<file path="src/rtl/grid_pkg.sv">
// =============================================================================
// Module      : grid_pkg
// Description : Shared grid geometry, cell codes and requester indices.
// Revision    : 1.0 - initial release
// =============================================================================
`default_nettype none

package grid_pkg;

    localparam int X_W    = 6;
    localparam int Y_W    = 5;
    localparam int CELL_W = 3;

    localparam logic [CELL_W-1:0] CELL_AIR   = 3'd0;
    localparam logic [CELL_W-1:0] CELL_ENEMY = 3'd4;

    localparam int GRID_X_MAX = 39;
    localparam int GRID_Y_MAX = 29;

    localparam int REQ_ENEMY  = 0;
    localparam int REQ_PLAYER = 1;
    localparam int REQ_RENDER = 2;

endpackage

`default_nettype wire

</file>
<file path="src/rtl/grid_arbiter_rr_picker.sv">
// =============================================================================
// Module      : rr_picker
// Description : Combinational round-robin pick: first set request at or after ptr.
// Revision    : 1.0 - initial release
// =============================================================================
`default_nettype none

module rr_picker #(
    parameter int NUM_REQ = 3,
    parameter int PTR_W   = 2
) (
    input  logic [NUM_REQ-1:0] req,
    input  logic [PTR_W-1:0]   ptr,
    output logic [NUM_REQ-1:0] pick,
    output logic               valid
);

    logic found;
    int   idx;

    always_comb begin
        pick  = '0;
        found = 1'b0;
        idx   = 0;
        for (int i = 0; i < NUM_REQ; i++) begin
            idx = (int'(ptr) + i) % NUM_REQ;
            if (!found && req[idx]) begin
                pick[idx] = 1'b1;
                found     = 1'b1;
            end
        end
    end

    assign valid = |req;

endmodule

`default_nettype wire

</file>
<file path="src/rtl/grid_arbiter.sv">
// =============================================================================
// Module      : grid_arbiter
// Description : Round-robin owner of the single-ported grid bus with hold watchdog.
// Revision    : 1.0 - initial release
// =============================================================================
`default_nettype none

module grid_arbiter #(
    parameter int NUM_REQ  = 3,
    parameter int X_W      = grid_pkg::X_W,
    parameter int Y_W      = grid_pkg::Y_W,
    parameter int CELL_W   = grid_pkg::CELL_W,
    parameter int MAX_HOLD = 4096
) (
    input  logic                       clock,
    input  logic                       reset,
    input  logic [NUM_REQ-1:0]         req,
    output logic [NUM_REQ-1:0]         grant,
    input  logic [NUM_REQ*X_W-1:0]     req_x,
    input  logic [NUM_REQ*Y_W-1:0]     req_y,
    input  logic [NUM_REQ-1:0]         req_write,
    input  logic [NUM_REQ*CELL_W-1:0]  req_in,
    output logic [X_W-1:0]             grid_x,
    output logic [Y_W-1:0]             grid_y,
    output logic                       grid_write,
    output logic [CELL_W-1:0]          grid_in,
    output logic                       hold_timeout,
    output logic [1:0]                 timeout_id
);

    import grid_pkg::*;

    localparam int PTR_W = (NUM_REQ > 1) ? $clog2(NUM_REQ) : 1;
    localparam int CNT_W = $clog2(MAX_HOLD + 1);

    localparam logic [0:0] ST_IDLE  = 1'b0;
    localparam logic [0:0] ST_OWNED = 1'b1;

    logic [0:0]         state;
    logic [0:0]         next_state;
    logic [NUM_REQ-1:0] next_grant;
    logic [NUM_REQ-1:0] pick;
    logic               pick_valid;
    logic [PTR_W-1:0]   ptr;
    logic [PTR_W-1:0]   next_ptr;
    logic [PTR_W-1:0]   owner;
    logic               owner_req;
    logic [CNT_W-1:0]   hold_cnt;

    rr_picker #(
        .NUM_REQ (NUM_REQ),
        .PTR_W   (PTR_W)
    ) u_picker (
        .req   (req),
        .ptr   (ptr),
        .pick  (pick),
        .valid (pick_valid)
    );

    always_comb begin
        owner = '0;
        for (int i = 0; i < NUM_REQ; i++) begin
            if (grant[i]) owner = PTR_W'(i);
        end
    end

    assign owner_req = |(req & grant);

    always_ff @(posedge clock or negedge reset) begin
        if (!reset) begin
            state <= ST_IDLE;
            grant <= '0;
            ptr   <= '0;
        end else begin
            state <= next_state;
            grant <= next_grant;
            ptr   <= next_ptr;
        end
    end

    // The pointer moves only on release, so a waiting requester always wins next.
    always_comb begin
        next_state = state;
        next_grant = grant;
        next_ptr   = ptr;
        case (state)
            ST_IDLE: begin
                if (pick_valid) begin
                    next_grant = pick;
                    next_state = ST_OWNED;
                end
            end
            ST_OWNED: begin
                if (!owner_req) begin
                    next_grant = '0;
                    next_state = ST_IDLE;
                    if (owner == PTR_W'(NUM_REQ - 1)) next_ptr = '0;
                    else                              next_ptr = owner + 1'b1;
                end
            end
            default: begin
                next_grant = '0;
                next_state = ST_IDLE;
            end
        endcase
    end

    always_comb begin
        grid_x = '0;
        grid_y = '0;
        grid_in = '0;
        for (int i = 0; i < NUM_REQ; i++) begin
            if (grant[i]) begin
                grid_x  = req_x[i*X_W +: X_W];
                grid_y  = req_y[i*Y_W +: Y_W];
                grid_in = req_in[i*CELL_W +: CELL_W];
            end
        end
        // Masking with req kills the write in the release cycle.
        grid_write = (state == ST_OWNED) && (|(grant & req & req_write));
    end

    // hold_cnt counts completed OWNED cycles; the flag sets on the edge it reaches MAX_HOLD.
    always_ff @(posedge clock or negedge reset) begin
        if (!reset) begin
            hold_cnt     <= '0;
            hold_timeout <= 1'b0;
            timeout_id   <= '0;
        end else begin
            if (state == ST_IDLE) begin
                if (pick_valid) hold_cnt <= '0;
            end else if (hold_cnt != CNT_W'(MAX_HOLD)) begin
                hold_cnt <= hold_cnt + 1'b1;
            end
            if ((state == ST_OWNED) && (hold_cnt == CNT_W'(MAX_HOLD - 1)) && !hold_timeout) begin
                hold_timeout <= 1'b1;
                timeout_id   <= 2'(owner);
            end
        end
    end

endmodule

`default_nettype wire
</file>
<file path="config.mk">
export PLATFORM = sky130hd
export DESIGN_NAME = grid_arbiter
export DESIGN_NICKNAME = d
export VERILOG_FILES = /design/src/rtl/grid_pkg.sv /design/src/rtl/grid_arbiter_rr_picker.sv /design/src/rtl/grid_arbiter.sv
export SDC_FILE = /design/constraint.sdc
export NUM_CORES = 1
export LEC_CHECK = 0
export ABC_AREA = 0
export CAP_MARGIN = 5
export CORE_MARGIN = 2
export CORE_UTILIZATION = 30
export CTS_CLUSTER_DIAMETER = 50
export DETAILED_ROUTE_END_ITERATION = 8
export PLACE_DENSITY = 0.7
export SYNTH_ARGS = -nofsm -noshare
export SYNTH_HDL_FRONTEND = slang
export SYNTH_SLANG_ARGS = --single-unit
</file>
<file path="constraint.sdc">
create_clock -name clock -period 2.01 [get_ports clock]
set_clock_uncertainty 0.15 [all_clocks]
set_input_delay 0.402 -clock clock [delete_from_list [all_inputs] [get_ports clock]]
set_output_delay 0.402 -clock clock [all_outputs]
set_load 0.01 [all_outputs]
</file>
==> flow_summary_export.csv <==
group,metric,value,unit
run_status,status,"complete, but fails checks",
run_status,failed_checks,"negative setup slack",
route,routed_wl,6300,um
flow_run,drv_cap,0,
timing,max_freq,478,MHz
synth,synth_nets,274,
power,switchingPower,1310,uW
synth,syn_area,0.00176,mm2
critical_path,worst_ep_arrival_time,2.12,ns
place,dp_cells,388,
timing,finalCritPeriodShare,104,%
synth,yosysMostFrequentCell,"nand2_1",
place,portBuffers,70,
floorplan,io_pins,71,
global_route,grt_pass1_vias,2037,
final_layout,drive_gt1_share,28.2,%
power,p_comb_share,71.7,%
synth,synth.area.top_cells,"dfrtp_1, nand2_1, a22oi_1, o21ai_0, ha_1",
final_layout,fin_cells,398,
final_layout,fill_cells,530,
route,drc,0,
global_route,antenna_found_initial,0,
critical_path,r2r-start,"hold_cnt[1]$_DFFE_PN0P_",
floorplan,die_w,80.6,um
route,avgRoutedWirePerCell,15.8,um
timing,max_slew_margin,74.0,%
synth,async_flop_share,100,%
critical_path,critPathKind,"flop to flop",
critical_path,reg2regPathDepth,7,
cts,hold_buffers,0,
power,p_sw_share,43.2,%
final_layout,syn_to_final_growth,67.4,%
floorplan,rows,27,
timing,finalHoldViolations,0,
place,pre_cts_slack,-0.396,ns
critical_path,startpoint_type,"flop",
timing,whs,0.329,ns
global_route,grt_pass1_wl,9680,um
place,gp_congestion,0.909,
critical_path,rrSetupSlack,-0.08,ns
power,p_leak,0.00128,uW
power,p_clk_share,8.8,%
cts,cts_sinks,22,
global_route,grt_max_degree,30,
route,drt_pass1_iterations,4,
synth,ys_seq_area_share,31.3,%
synth,synth_top_area_share,31.3,%
global_route,gr-total-overflow,0,
timing,worstMarginPinSlew,0.386,ns
synth,synth_edf_count,0,
synth,synth_cells,218,
final_layout,antenna_cells,0,
min_path,hold_path.class,"input port to async pin",
floorplan,die_y,80.6,um
floorplan,dieArea,0.00650,mm2
timing,worst_slack,-0.0826,ns
synth,synth_ff_type,"dfrtp_1",
route,first_iter_violations,126,
floorplan,initial_utilization,31.6,%
cts,htreeDepth,1,
synth,ys_types,49,
global_route,grt_usage,18.9,%
final_layout,final_util,52.9,%
timing,setup-violations-final,8,
timing,timing.final.crit_period,2.09,ns
cts,cts.clk_slew.worst_paths,0.08,ns
synth,ys_top_cells_by_count,"nand2_1, dfrtp_1, o21ai_0, a22oi_1, clkbuf_1",
final_layout,fin_area,0.00295,mm2
timing,rsz0062_at_grt,"yes",
cts,cts_buffers,3,
critical_path,worstSetupEndpointType,"flop",
synth,yosys_warnings,0,
synth,synth_area_per_cell,8.08,um2
final_layout,fin_nets,384,
timing,drv_slew,0,
synth,synth_seq_cells,22,
route,drtAntennaViolNets,0,
cts,root_buffer,"clkbuf_8",
cts,clk_path_buf_depth,2,
route,viasPerCell,5.19,
power,internal_power,1720,uW
critical_path,crit_path_max_fanout,5,
critical_path,reg2reg_to,"hold_cnt[2]$_DFFE_PN0P_",
place,dpl_cell_area,0.00282,mm2
power,peakVddDrop,0.000587,V
critical_path,crit_required,2.04,ns
power,p_seq_share,19.5,%
route,vias,2067,
cts,clk_latency,0.26,ns
cts,cts_tree,"built",
power,power_density,1030,mW/mm2
synth,synth_top_cell_by_area,"dfrtp_1",
floorplan,core-area,0.00557,mm2
place,hpwl,4670,um
## critical path, stage by stage (launching register included)
cell	delay [ns]
dfrtp_1	0.38
inv_1	0.07
ha_2	0.16
or4b_4	0.47
o31a_1	0.39
buf_4	0.17
nand2_2	0.05
mux2i_1	0.17
## worst max path at each step
stage                             from                      end  slack, ns  depth (start not counted)
2_1_floorplan  hold_cnt[0]$_DFFE_PN0P_  hold_cnt[4]$_DFFE_PN0P_      -0.02                          7
3_3_place_gp              req_write[1]               grid_write      -0.39                          4
3_5_place_dp              req_write[1]               grid_write      -0.40                          4
4_1_cts        hold_cnt[1]$_DFFE_PN0P_  hold_cnt[1]$_DFFE_PN0P_      -0.05                          6
5_1_grt        hold_cnt[0]$_DFFE_PN0P_  hold_cnt[7]$_DFFE_PN0P_      -0.11                          7
6_report       hold_cnt[1]$_DFFE_PN0P_  hold_cnt[2]$_DFFE_PN0P_      -0.08                          7
## flip-flops by register name, summed over array words and instances, names as in the netlist
name,count
grant,3
hold_cnt,13
hold_timeout,1
ptr,2
state,1
timeout_id,2
## layout make-up
cell class | count | area, um2 | area share, %
Clock buffer | 3 | 41.3 | 1.40
Sequential cell | 22 | 552 | 18.7
Tap cell | 72 | 90.1 | 3.06
Multi-Input combinational cell | 169 | 1170 | 39.8
Timing Repair Buffer | 120 | 1050 | 35.5
Inverter | 12 | 45.0 | 1.53
## power groups by stage
stage	Combinational, uW	Sequential (uW)	Clock (uW)
finish	2170	590	267
global route	2360	602	288
CTS	2100	584	275
detailed placement	1990	587	0
global placement	1970	586	0
floorplan	1000	610	0
## cell usage in the layout (no fill, tap or decap), types with 4 or more instances in the layout
cell type        netlist  final
o21ai_1                0     12
a22oi_1               15     15
clkbuf_2               0      5
nand2_1               31     29
inv_1                 12     12
nor2_1                 7      7
buf_4                  1     42
ha_1                   6      5
clkdlybuf4s50_1        0     54
a21oi_1                6      5
dfrtp_1               22     21
mux2i_1                4      4
buf_6                  1      6
nor3_1                 8      7
buf_2                  0     10
nand4_1                5      5
nand3_1               11     11
o21ai_0               22     10
## cell families (layout without fill, tap and decap cells)
family | after synthesis | after routing | share of synthesized area (%)
buffers and inverters | 27 | 135 | 6.40
AO/OA/AOI/OAI | 70 | 70 | 28.1
adder cells (fa/ha/maj) | 6 | 6 | 4.26
multiplexers | 7 | 7 | 4.19
XOR/XNOR | 3 | 3 | 1.49
AND/OR/NAND/NOR | 83 | 83 | 24.2
flip-flops | 22 | 22 | 31.3
## metal layers
| metal | share of wire [%] | track usage, % | vias up | wire, um |
|---|---|---|---|---|
| li1 | - | - | 1023 | - |
| met1 | 42 | 25.1 | 986 | 2630 |
| met2 | 54 | 32.9 | 46 | 3390 |
| met3 | 2.6 | 1.01 | 12 | 162 |
| met4 | 1.9 | 5.42 | 0 | 117 |
| met5 | 0 | 0 | - | 0 |
## timing repair
| item | 4_1_cts | 5_1_grt |
|---|---|---|
| gates resized for setup | 70 | 32 |
| endpoints found under the setup margin | 26 | 26 |
| gates cloned | 1 | 0 |
| buffers inserted | 3 | 3 |
| pin swaps | 6 | 4 |
## stage by stage
step,power [uW],setup TNS [ns]
floorplan,1610,-0.0364
detailed placement,2570,-5.15
global route,3250,-0.875
global placement,2550,-4.72
finish,3030,-0.502
CTS,2950,-0.283
(Power assumes the default switching activity.)
